## src/rtl/port_bus_ctrl.sv

```systemverilog
// Sequencer/arbiter for the 8-bit bidirectional port pair: round-robin between a
// write and a read requester, owns in_out_en and inserts turnaround cycles on direction change.
module port_bus_ctrl #(
    parameter int unsigned WR_HOLD  = 2,
    parameter int unsigned RD_WAIT  = 2,
    parameter int unsigned TURN_CYC = 1
) (
    input  logic       clk,
    input  logic       clear,
    input  logic       wr_req,
    input  logic [7:0] wr_data,
    output logic       wr_ack,
    input  logic       rd_req,
    output logic [7:0] rd_data,
    output logic       rd_ack,
    output logic [7:0] port_d,
    input  logic [7:0] port_q_out,
    output logic       in_out_en,
    output logic       busy
);

    typedef enum logic [1:0] {
        S_IDLE  = 2'd0,
        S_TURN  = 2'd1,
        S_WRITE = 2'd2,
        S_READ  = 2'd3
    } state_e;

    localparam logic [3:0] WR_LOAD   = 4'(WR_HOLD - 32'd1);
    localparam logic [3:0] RD_LOAD   = 4'(RD_WAIT - 32'd1);
    localparam logic [3:0] TURN_LOAD = 4'(TURN_CYC - 32'd1);
    localparam logic       HAS_TURN  = (TURN_CYC != 32'd0);

    state_e     state_q, state_d;
    logic       dir_q, dir_d;
    logic       last_q, last_d;
    logic [3:0] cnt_q, cnt_d;
    logic [7:0] port_d_q, port_d_d;
    logic [7:0] rd_data_q, rd_data_d;
    logic       ioe_q, ioe_d;
    logic       wr_ack_q, wr_ack_d;
    logic       rd_ack_q, rd_ack_d;
    logic       busy_q, busy_d;

    logic       grant_wr_s;
    logic       grant_rd_s;
    logic       arb_ok_s;

    // Round-robin: on contention the side not granted last wins; last_q=0 favours write.
    always_comb begin
        grant_wr_s = wr_req & (~rd_req | ~last_q);
        grant_rd_s = rd_req & ~grant_wr_s;
        arb_ok_s   = (state_q == S_IDLE) & ~wr_ack_q & ~rd_ack_q;
    end

    // Next-state and registered-output logic.
    always_comb begin
        state_d   = state_q;
        dir_d     = dir_q;
        last_d    = last_q;
        cnt_d     = cnt_q;
        port_d_d  = port_d_q;
        rd_data_d = rd_data_q;
        ioe_d     = 1'b0;
        wr_ack_d  = 1'b0;
        rd_ack_d  = 1'b0;

        case (state_q)
            S_IDLE: begin
                if (arb_ok_s && (grant_wr_s || grant_rd_s)) begin
                    last_d = grant_wr_s;
                    if (grant_wr_s) begin
                        port_d_d = wr_data;
                    end else begin
                        port_d_d = port_d_q;
                    end
                    if ((grant_wr_s != dir_q) && HAS_TURN) begin
                        state_d = S_TURN;
                        cnt_d   = TURN_LOAD;
                    end else if (grant_wr_s) begin
                        dir_d   = 1'b1;
                        state_d = S_WRITE;
                        cnt_d   = WR_LOAD;
                        ioe_d   = 1'b1;
                    end else begin
                        dir_d   = 1'b0;
                        state_d = S_READ;
                        cnt_d   = RD_LOAD;
                    end
                end else begin
                    state_d = S_IDLE;
                end
            end
            // last_q still names the pending operation while turning around.
            S_TURN: begin
                if (cnt_q == 4'd0) begin
                    dir_d = last_q;
                    if (last_q) begin
                        state_d = S_WRITE;
                        cnt_d   = WR_LOAD;
                        ioe_d   = 1'b1;
                    end else begin
                        state_d = S_READ;
                        cnt_d   = RD_LOAD;
                    end
                end else begin
                    cnt_d = cnt_q - 4'd1;
                end
            end
            S_WRITE: begin
                if (cnt_q == 4'd0) begin
                    state_d  = S_IDLE;
                    wr_ack_d = 1'b1;
                end else begin
                    cnt_d = cnt_q - 4'd1;
                    ioe_d = 1'b1;
                end
            end
            S_READ: begin
                if (cnt_q == 4'd0) begin
                    state_d   = S_IDLE;
                    rd_ack_d  = 1'b1;
                    rd_data_d = port_q_out;
                end else begin
                    cnt_d = cnt_q - 4'd1;
                end
            end
            default: begin
                state_d = S_IDLE;
            end
        endcase

        busy_d = (state_d != S_IDLE);
    end

    // State and output registers; clear aborts any operation and releases the bus at once.
    always_ff @(posedge clk or posedge clear) begin
        if (clear) begin
            state_q   <= S_IDLE;
            dir_q     <= 1'b0;
            last_q    <= 1'b0;
            cnt_q     <= 4'd0;
            port_d_q  <= 8'd0;
            rd_data_q <= 8'd0;
            ioe_q     <= 1'b0;
            wr_ack_q  <= 1'b0;
            rd_ack_q  <= 1'b0;
            busy_q    <= 1'b0;
        end else begin
            state_q   <= state_d;
            dir_q     <= dir_d;
            last_q    <= last_d;
            cnt_q     <= cnt_d;
            port_d_q  <= port_d_d;
            rd_data_q <= rd_data_d;
            ioe_q     <= ioe_d;
            wr_ack_q  <= wr_ack_d;
            rd_ack_q  <= rd_ack_d;
            busy_q    <= busy_d;
        end
    end

    assign wr_ack    = wr_ack_q;
    assign rd_ack    = rd_ack_q;
    assign rd_data   = rd_data_q;
    assign port_d    = port_d_q;
    assign in_out_en = ioe_q;
    assign busy      = busy_q;

endmodule
```

## config.mk

```make
export PLATFORM = sky130hd
export DESIGN_NAME = port_bus_ctrl
export DESIGN_NICKNAME = d
export VERILOG_FILES = /design/src/rtl/port_bus_ctrl.sv
export SDC_FILE = /design/constraint.sdc
export NUM_CORES = 1
export LEC_CHECK = 0
export ABC_AREA = 1
export CAP_MARGIN = 10
export CORE_MARGIN = 3
export CORE_UTILIZATION = 42
export CTS_CLUSTER_DIAMETER = 50
export DETAILED_ROUTE_END_ITERATION = 8
export PLACE_DENSITY = 0.8
export SYNTH_ARGS = -nofsm -noshare
export SYNTH_HDL_FRONTEND = slang
export SYNTH_SLANG_ARGS = --single-unit
export TNS_END_PERCENT = 5
```

## constraint.sdc

```tcl
create_clock -name clk -period 1.5 [get_ports clk]
set_input_delay 0.3 -clock clk [delete_from_list [all_inputs] [get_ports clk]]
set_output_delay 0.3 -clock clk [all_outputs]
set_load 0.01 [all_outputs]
```

# --- Word level (Yosys, flattened, before mapping) ---
# Index checks and enable logic that the tools add are counted.
totals:
  ff_bits: 28
  output_inout_bits: 20
op_classes:
  n_addsub: 1
  n_eq_ne: 8
  muxes: 26
  n_bitwise: 10
  reduce_logical: 12
op_table:
  columns: ["op", "count"]
  rows:
  - ["$mux 1", 15]
  - ["$mux 4", 3]
  - ["$pmux 4 s3", 1]
  - ["$mux 2", 4]
  - ["$ne 2x2->1 const B", 3]
  - ["$pmux 2 s3", 1]
  - ["$reduce_and 2->1", 3]
  - ["$not 1->1", 5]
  - ["$and 1x1->1", 4]
  - ["$eq 2x2->1 const B", 2]
  - ["$logic_not 4->1", 1]
  - ["$reduce_and 4->1", 1]
  - ["$reduce_bool 2->1", 2]
  - ["$sub 4x1->4 const B", 1]
  - ["$pmux 1 s3", 1]
  - ["$reduce_and 3->1", 1]
  - ["$eq 2x1->1 const B", 1]
  - ["$logic_not 2->1", 1]
  - ["$ne 2x1->1 const B", 1]
  - ["$pmux 1 s2", 1]
  - ["$reduce_or 2->1", 1]
  - ["$logic_and 1x1->1", 1]
  - ["$logic_or 1x1->1", 1]
  - ["$ne 1x1->1", 1]
  - ["$or 1x1->1", 1]

# --- Logic depth before layout (Yosys ltp) ---
logic_depth:
  ltp_word: 10
  ltp_mapped: 8
  ltp_nobuf: 8

# --- Least setup slack after synthesis ---
# OpenSTA, ideal clock, no wires.
synth_path:
  path_kind: "reg2reg"
  start: "reg last_q"
  end: "reg dir_q"
  t_arrival_ps: 1350
  t_required_ps: 1383
  path_slack_ps: 34
  stages_incl_launch_ff: 8
  n_path_buf: 1
  path_cell_list: "dfrtp_1 -> a21oi_1 -> buf_4 -> ha_1 -> o22ai_1 -> nand2_1 -> nand2_1 -> nand2_1"
synth_between:
  elab_chain_cells: 9
  word_cells_on_any_way: 16
synth_lines:
  columns: ["item", "line", "source"]
  rows:
  - ["start: declaration", "36", "logic last_q, last_d;"]
  - ["start signal: assignment", "152", "last_q <= last_d;"]
  - ["$not 1->1 *", "51", "grant_wr_s = wr_req & (~rd_req | ~last_q);"]
  - ["$or 1x1->1 *", "51", null]
  - ["$and 1x1->1 *", "51", null]
  - ["named net grant_wr_s", "45", "logic grant_wr_s;"]
  - ["$not 1->1", "52", "grant_rd_s = rd_req & ~grant_wr_s;"]
  - ["$and 1x1->1", "52", null]
  - ["$logic_or 1x1->1", "70", "if (arb_ok_s && (grant_wr_s || grant_rd_s)) begin"]
  - ["$logic_and 1x1->1", "70", null]
  - ["$ne 2x1->1 (no source line)", null, null]
  - ["$reduce_and 4->1 (no source line)", null, null]
  - ["end signal: assignment", "151", "dir_q <= dir_d;"]
  - ["end: declaration", "35", "logic dir_q, dir_d;"]
# The timed path passes the listed nets; every way through them passes the cells marked *. The select of a mux whose other input is x is not followed.
# A chain may end at the register's enable or synchronous reset.

# --- Worst setup path in the final report ---
layout_path:
  start: "reg last_q"
  end: "reg dir_q"
layout_between:
  elab_chain_cells: 9
  word_cells_on_any_way: 16
layout_lines:
  columns: ["item", "line"]
  rows:
  - ["$not 1->1", "51"]
  - ["$or 1x1->1", "51"]
  - ["$and 1x1->1", "51"]
  - ["$not 1->1", "52"]
  - ["$and 1x1->1", "52"]
  - ["$logic_or 1x1->1", "70"]
  - ["$logic_and 1x1->1", "70"]
  - ["$ne 2x1->1 (no source line)", null]
  - ["$reduce_and 4->1 (no source line)", null]
# Parallel ways exist; a longest one is shown, timed or not. The select of a mux whose other input is x is not followed.

==> summary.txt <==
Place
  – Dpl hpwl: 2219 µm
  – Placed Instance Area: 1882 µm²
  – PortBufs: 39
  – GP Congestion: 0.8614

Global route
  – Vias in the first global route: 1154
  – First-pass GRT wire length: 5168 µm
  – Largest net degree at the start of global routing: 29
  – Total GRT Usage: 15.78%
  – GRT overflow: 0
  – Initial antenna violation count: 0

CTS
  – CTS tree: built
  – CTS H-tree depth: 1
  – Worst-skew pair later-pin latency: 0.34 ns
  – Clock root cell: clkbuf_4
  – CTS Hold Buffers Added: 0
  – CTS clk-pin slew, worst paths: 0.15 ns
  – Clock sinks: 28
  – TritonCTS Buffers: 3
  – Clk buf depth: 2

Power and ir drop
  – Pwr dens: 1843 nW/µm²
  – Total Power: 3.554 mW
  – Proportion of power drawn by the clock network: 13.9%
  – Flop pwr share: 37.5%
  – Switching Power: 1.434 mW
  – LEAKAGE: 1.021 nW
  – Worst vdd ir: 952.3 µV
  – Power share of the combinational group: 48.6%
  – Switching share of total power: 40.34%
  – P_int: 2.120 mW

Flow run
  – Total of max-cap violations: 0

Routing
  – Post-route DRC violation count: 0
  – DR WL/cell: 11.55 µm
  – Drt total wl: 2876 µm
  – Drt pass-1 iters: 4
  – Initial DRC count: 30
  – Vias: 1164
  – Final ANT Viol Nets: 0
  – Via-per-instance ratio: 4.675

Yosys
  – Mapped Area: 1409 µm²
  – Top cells by area, synth: dfrtp_1 50%, nand2_1 17%, nand3_2 6.4%, ha_1 3.6%, inv_1 2.9%
  – Ys flop type: dfrtp_1
  – Number of synthesized flops with an enable pin: 0
  – Synth cell types: 26
  – Mapped Cells: 158
  – Area share of the largest cell type after synthesis: 49.73%
  – Yosys warns: 0
  – Asr flop ratio synth: 100.0%
  – Register bit total from synthesis: 28
  – Post-synthesis sequential area ratio: 49.73%
  – Most frequent cell after synthesis: nand2_1
  – Synth area leader: dfrtp_1
  – Most common library cells after synthesis: 63 x nand2_1, 28 x dfrtp_1, 11 x inv_1, 9 x nand3_2, 8 x nand3_1
  – Syn avg cell area: 8.917 µm²
  – Syn nets: 182

Timing
  – Final max-slew violation count: 0
  – Fmax: 0.7335 GHz
  – Final hold vios: 0
  – Final number of setup-violating endpoints: 0
  – Clk_skew: 0.01123 ns
  – Setup TNS Final: 0 ns
  – Slew HR: 76.69%
  – Slew @ Worst Pin: 0.3497 ns
  – Tmin final: 1.363 ns
  – Fin crit share: 90.89%

Setup path
  – Worst path depth: 6
  – CP max-delay cell: dfrtp_1
  – Crit Path Category: flop to flop
  – CP Max Fanout: 4
  – CP max stage delay: 0.46 ns
  – Critical path, cell by cell: a21oi_2 > ha_1 > o22ai_1 > nand2_1 > nand2_1 > nand2_1
  – Worst endpoint required time: 1.74 ns
  – CP Buf/Inv Count: 0
  – CP arrival: 1.60 ns
  – Register-to-Register Path Depth: 6
  – CP delay by family, top: flip-flops
  – CP startpoint kind: flop
  – CP dominant cell by count: nand2_1
  – Setup crit end kind: flop

Finish
  – Design Area, Final: 1928 µm²
  – Fin nets: 230
  – Area growth, synth to finish: 36.86%
  – Layout cells sized above 1: 19.02%
  – Utilization after layout: 61.64%
  – Antenna diodes: 0

Floorplanning
  – Die height: 63.92 µm
  – Core area: 3128 µm²
  – Starting density of the core: 45.04%
  – Boundary pin count: 40
  – Cell row count: 20
  – Die area: 4085 µm²
  – Die width: 63.92 µm

Run status
  – Run status: finished, final reports clean

Min path
  – HP Class: input port to asynchronous set/reset pin
cell families (layout without fill, tap and decap cells):
group	count (synthesis)	after routing	synth area share, %
AO/OA/AOI/OAI	7	7	3.374
XOR/XNOR	1	1	0.6218
adder cells (fa/ha/maj)	4	4	3.553
buffers and inverters	20	67	6.839
flip-flops	28	28	49.73
AND/OR/NAND/NOR	98	98	35.88
worst reg2reg max path, stage by stage, from the launching register on:
cell and delay, ns:
dfrtp_1 0.46, a21oi_2 0.17, ha_1 0.27, o22ai_1 0.21, nand2_1 0.07, nand2_1 0.06, nand2_1 0.04
layer usage:
| layer | vias up | share of wire (%) | GRT usage, % |
|---|---|---|---|
| li1 | 590 | - | - |
| met1 | 533 | 41 | 19.50 |
| met2 | 38 | 51 | 27.61 |
| met3 | 3 | 7.4 | 3.515 |
| met4 | 0 | 0.70 | 4.043 |
| met5 | - | 0 | 0 |
state kept, by name (all words and copies together), names as in the netlist, 2 cells and up:
name	cells
port_d	8
state_q	2
cnt_q	4
rd_data	8
power by group through the flow:
stage               clock network [mW]  registers [mW]  logic [mW]
floorplan                            0            1.43        1.02
global placement                     0            1.35        1.82
detailed placement                   0            1.36        1.87
CTS                              0.504            1.34        1.72
global route                     0.539            1.38        1.97
finish                           0.494            1.33        1.73
final cells by class:
type                            count  area [µm²]
Fill cell                         293        1200
Sequential cell                    28       700.7
Multi-Input combinational cell    110       620.6
Timing Repair Buffer               46       430.4
Inverter                           17       68.82
Tap cell                           44       55.05
Clock inverter                      1       30.03
Clock buffer                        3       22.52
metrics by stage:
step                      instances  setup WS [ns]  hold slack (ns)
after floorplan                 158        0.03371           0.3654
after global placement          244        -0.2312           0.4543
after detailed placement        244        -0.2520           0.4594
after CTS                       248        0.07515           0.3121
after global routing            249      -0.004196           0.3198
final                           249         0.1367           0.2963
final timing paths:
path / from / endpoint / slack, ns
min in group clk: port_q_out[2] / rd_data[2] / 0.47
max: last_q / dir_q / 0.14
min: clear / port_d[1] / 0.30
max reg2reg: last_q / dir_q / 0.14
min reg2reg: port_d[1] / port_d[1] / 0.48
max in group asynchronous: clear / cnt_q[1] / 0.94
cell usage in the layout (no fill, tap or decap), types with 2 or more instances in the layout:
cell              n
buf_4             6
clkbuf_4          3
clkdlybuf4s50_1  19
dfrtp_1          28
dlygate4sd2_1    20
ha_1              4
inv_1            11
inv_2             5
nand2_1          63
nand2_2           2
nand2_4           3
nand3_1           8
nand3_2           9
nand3_4           2
nor2_1            5
nor2_2            2
o21ai_2           2
timing repair:
item,in CTS,in global routing
setup buffers,0,1
gates resized for setup,20,3
endpoints found under the setup margin,20,11
No activity file was read; power rests on OpenSTA's default activity.
==> RTL change: new RTL, same flow settings <==
`rd_data_q` no longer has a reset.
--- a/src/rtl/port_bus_ctrl.sv
+++ b/src/rtl/port_bus_ctrl.sv
@@ -143,3 +143,2 @@
             port_d_q  <= 8'd0;
-            rd_data_q <= 8'd0;
             ioe_q     <= 1'b0;
@@ -154,3 +153,2 @@
             port_d_q  <= port_d_d;
-            rd_data_q <= rd_data_d;
             ioe_q     <= ioe_d;
@@ -160,2 +158,6 @@
         end
+    end
+
+    always_ff @(posedge clk) begin
+        rd_data_q <= rd_data_d;
     end
Check against the original RTL: not equivalent (Yosys sat finds a counterexample within 4 cycles, from zero or initial values; the reset may be asserted at any time).
==> RTL change against the unedited design <==
- final area down 8.6%
- sequential share of layout area up 5.7 points
- synthesized area down 12%
- via count down 14%
- first-iteration DRC count up 10%
- count of clock-buffer cells in the layout unchanged
- power down 13%
- worst setup slack worse by 19 ps
- sequential power down 5%
- critical endpoint is now rd_data[3]
- worst hold slack worse by 24 ps
- wire length down 5.1%
- sequential cell count unchanged
- global-route usage up 0.65 points
==> RTL change: results (changes against the unedited design) <==
Parameter                              Value

Global route
  Total global routing track utilization ... 0.164 (+0.00646)
  Maximum number of pins on one net before global-route repair ... 21 (-28%)
  Vias in the first global route ... 1038 (-10%)
  First-pass GRT wire length ... 4.48 mm (-13%)

Synth
  Post-synthesis adder-cell area fraction ... 0.0404 (+0.00484)
  Commonest cells in the synthesized netlist ... sky130_fd_sc_hd__nand2_1, sky130_fd_sc_hd__dfrtp_1, sky130_fd_sc_hd__inv_1, sky130_fd_sc_hd__nand3_1
  Count of mapped cells out of synthesis ... 127 (-20%)
  Total nets after synthesis ... 151 (-17%)
  Leading cell types by total area after synthesis ... sky130_fd_sc_hd__dfrtp_1, sky130_fd_sc_hd__edfxtp_1, sky130_fd_sc_hd__nand2_1
  Primary flip-flop cell chosen by synthesis mapping ... sky130_fd_sc_hd__dfrtp_1
  FFs w/ async S/R, synth ... 0.714 (-0.286)
  Number of warning messages in the yosys log ... 0 (unchanged)
  Sequential element share of the synthesized area ... 0.597 (+0.100)
  XOR/XNOR share of the synthesized area ... 0.00706 (+0.000847)
  Cell variety after synth ... 22 (-15%)
  Compound-gate portion of the synthesized area ... 0.0404 (+0.00662)
  Count of flip-flops with a built-in enable after synthesis ... 8 (+8)

Setup path
  Arrival time of data at the critical path endpoint ... 1450 ps (-150 ps)
  Maximum net fanout on the critical path ... 9 (+5)
  Cell count of the worst reg-to-reg path ... 5 (-1)

Finish
  Fraction of layout cells with a size suffix above 1 ... 0.154 (-0.0360)
  Number of antenna repair diodes ... 0 (unchanged)
  Filler-free cell count of the finished design ... 206 (-17%)

STA
  Worst Clk Skew ... 2.56 ps (-8.67 ps)
  Worst Tran Pin Value ... 321 ps (-28.8 ps)

Place
  Inst Count DP ... 202 (-17%)
  Routability Congestion ... 0.796 (-7.6%)
  Half-perimeter wire length of the detailed placement result ... 2.17 mm (-2.2%)
  Input/output buffers ... 39 (unchanged)

Clock tree
  Clk Tree Root Cell ... sky130_fd_sc_hd__clkbuf_4

Drt
  Routed met2 length ... 1.34 mm (-8.0%)
  Met1 routed wirelength after detailed routing ... 1.18 mm (-1.0%)
  Met3 WL post-DR ... 178 µm (-16%)
  Initial DRC count ... 33 (+10%)
  Routed len/inst ... 13.2 µm (+15%)
  Post-detailed-route via-to-cell ratio ... 4.88 (+4.5%)

Power and ir drop
  Maximum vdd drop ... 1.06 mV (+12%)
  Reported leakage power ... 0.876 nW (-14%)

Outcome
  Run status ... complete, no violations
==> RTL change: changes by cell type in the layout (fill, tap and decap cells not counted), sizes merged, moves of 3 or more <==
cell | unedited run | this run
dfrtp | 28 | 20
nand2 | 68 | 43
nand3 | 19 | 15
nor2 | 8 | 11
edfxtp | 0 | 8
inv | 17 | 14
==> RTL change: cells by family after synthesis <==
| group | count (synthesis) |
|---|---|
| AO/OA/AOI/OAI | 8 |
| XOR/XNOR | 1 |
| adder cells (fa/ha/maj) | 4 |
| buffers and inverters | 16 |
| flip-flops | 28 |
| AND/OR/NAND/NOR | 70 |
==> RTL change: final timing paths <==
check                        endpoint  slack [ps]       from
max                        rd_data[3]         120   cnt_q[0]
min in group clk            port_d[1]         490  port_d[1]
max in group asynchronous       dir_q        1030      clear
max reg2reg                rd_data[3]         120   cnt_q[0]
min reg2reg                 port_d[1]         490  port_d[1]
min                         port_d[0]         270      clear
==> RTL change: worst max-delay path, cell delays in order, from the launching register on <==
cell and delay, ps:
sky130_fd_sc_hd__dfrtp_1 430, sky130_fd_sc_hd__inv_1 150, sky130_fd_sc_hd__ha_4 180, sky130_fd_sc_hd__nand3_2 90, sky130_fd_sc_hd__nor2_2 140, sky130_fd_sc_hd__buf_12 140
==> RTL change: area by class of cell <==
type                       count  area [µm²]
sequential                    28         741
clock inverter                 1        30.0
fill                         231        1020
inverter                      14        52.6
clock buffer                   3        22.5
timing repair buffer          46         430
tap                           31        38.8
multi-input combinational     83         448
==> RTL change: timing repair <==
item / in CTS / in global routing
buffers inserted: 0 / 0
gates resized for setup: 20 / 3
pin swaps: 0 / 0
setup endpoints to repair: 20 / 12
==> RTL change: metal layers <==
metal / GRT usage / up-vias
met5: 0 / -
met2: 0.273 / 29
li1: - / 504
met4: 0.0633 / 0
met3: 0.0447 / 5
met1: 0.204 / 468
==> RTL change: through the flow <==
step | instance area [µm²] | worst slack, ps
floorplan | 1240 | 68.1
global placement | 1720 | -167
detailed placement | 1720 | -257
CTS | 1750 | 47.6
global route | 1760 | 10.5
finish | 1760 | 118
==> RTL change: report_power, final <==
group / internal, W / leakage, nW / switching, W
combinational: 0.000584 / 0.529 / 0.000751
clock: 0.000270 / 0.0279 / 0.000222
sequential: 0.00107 / 0.319 / 0.000203
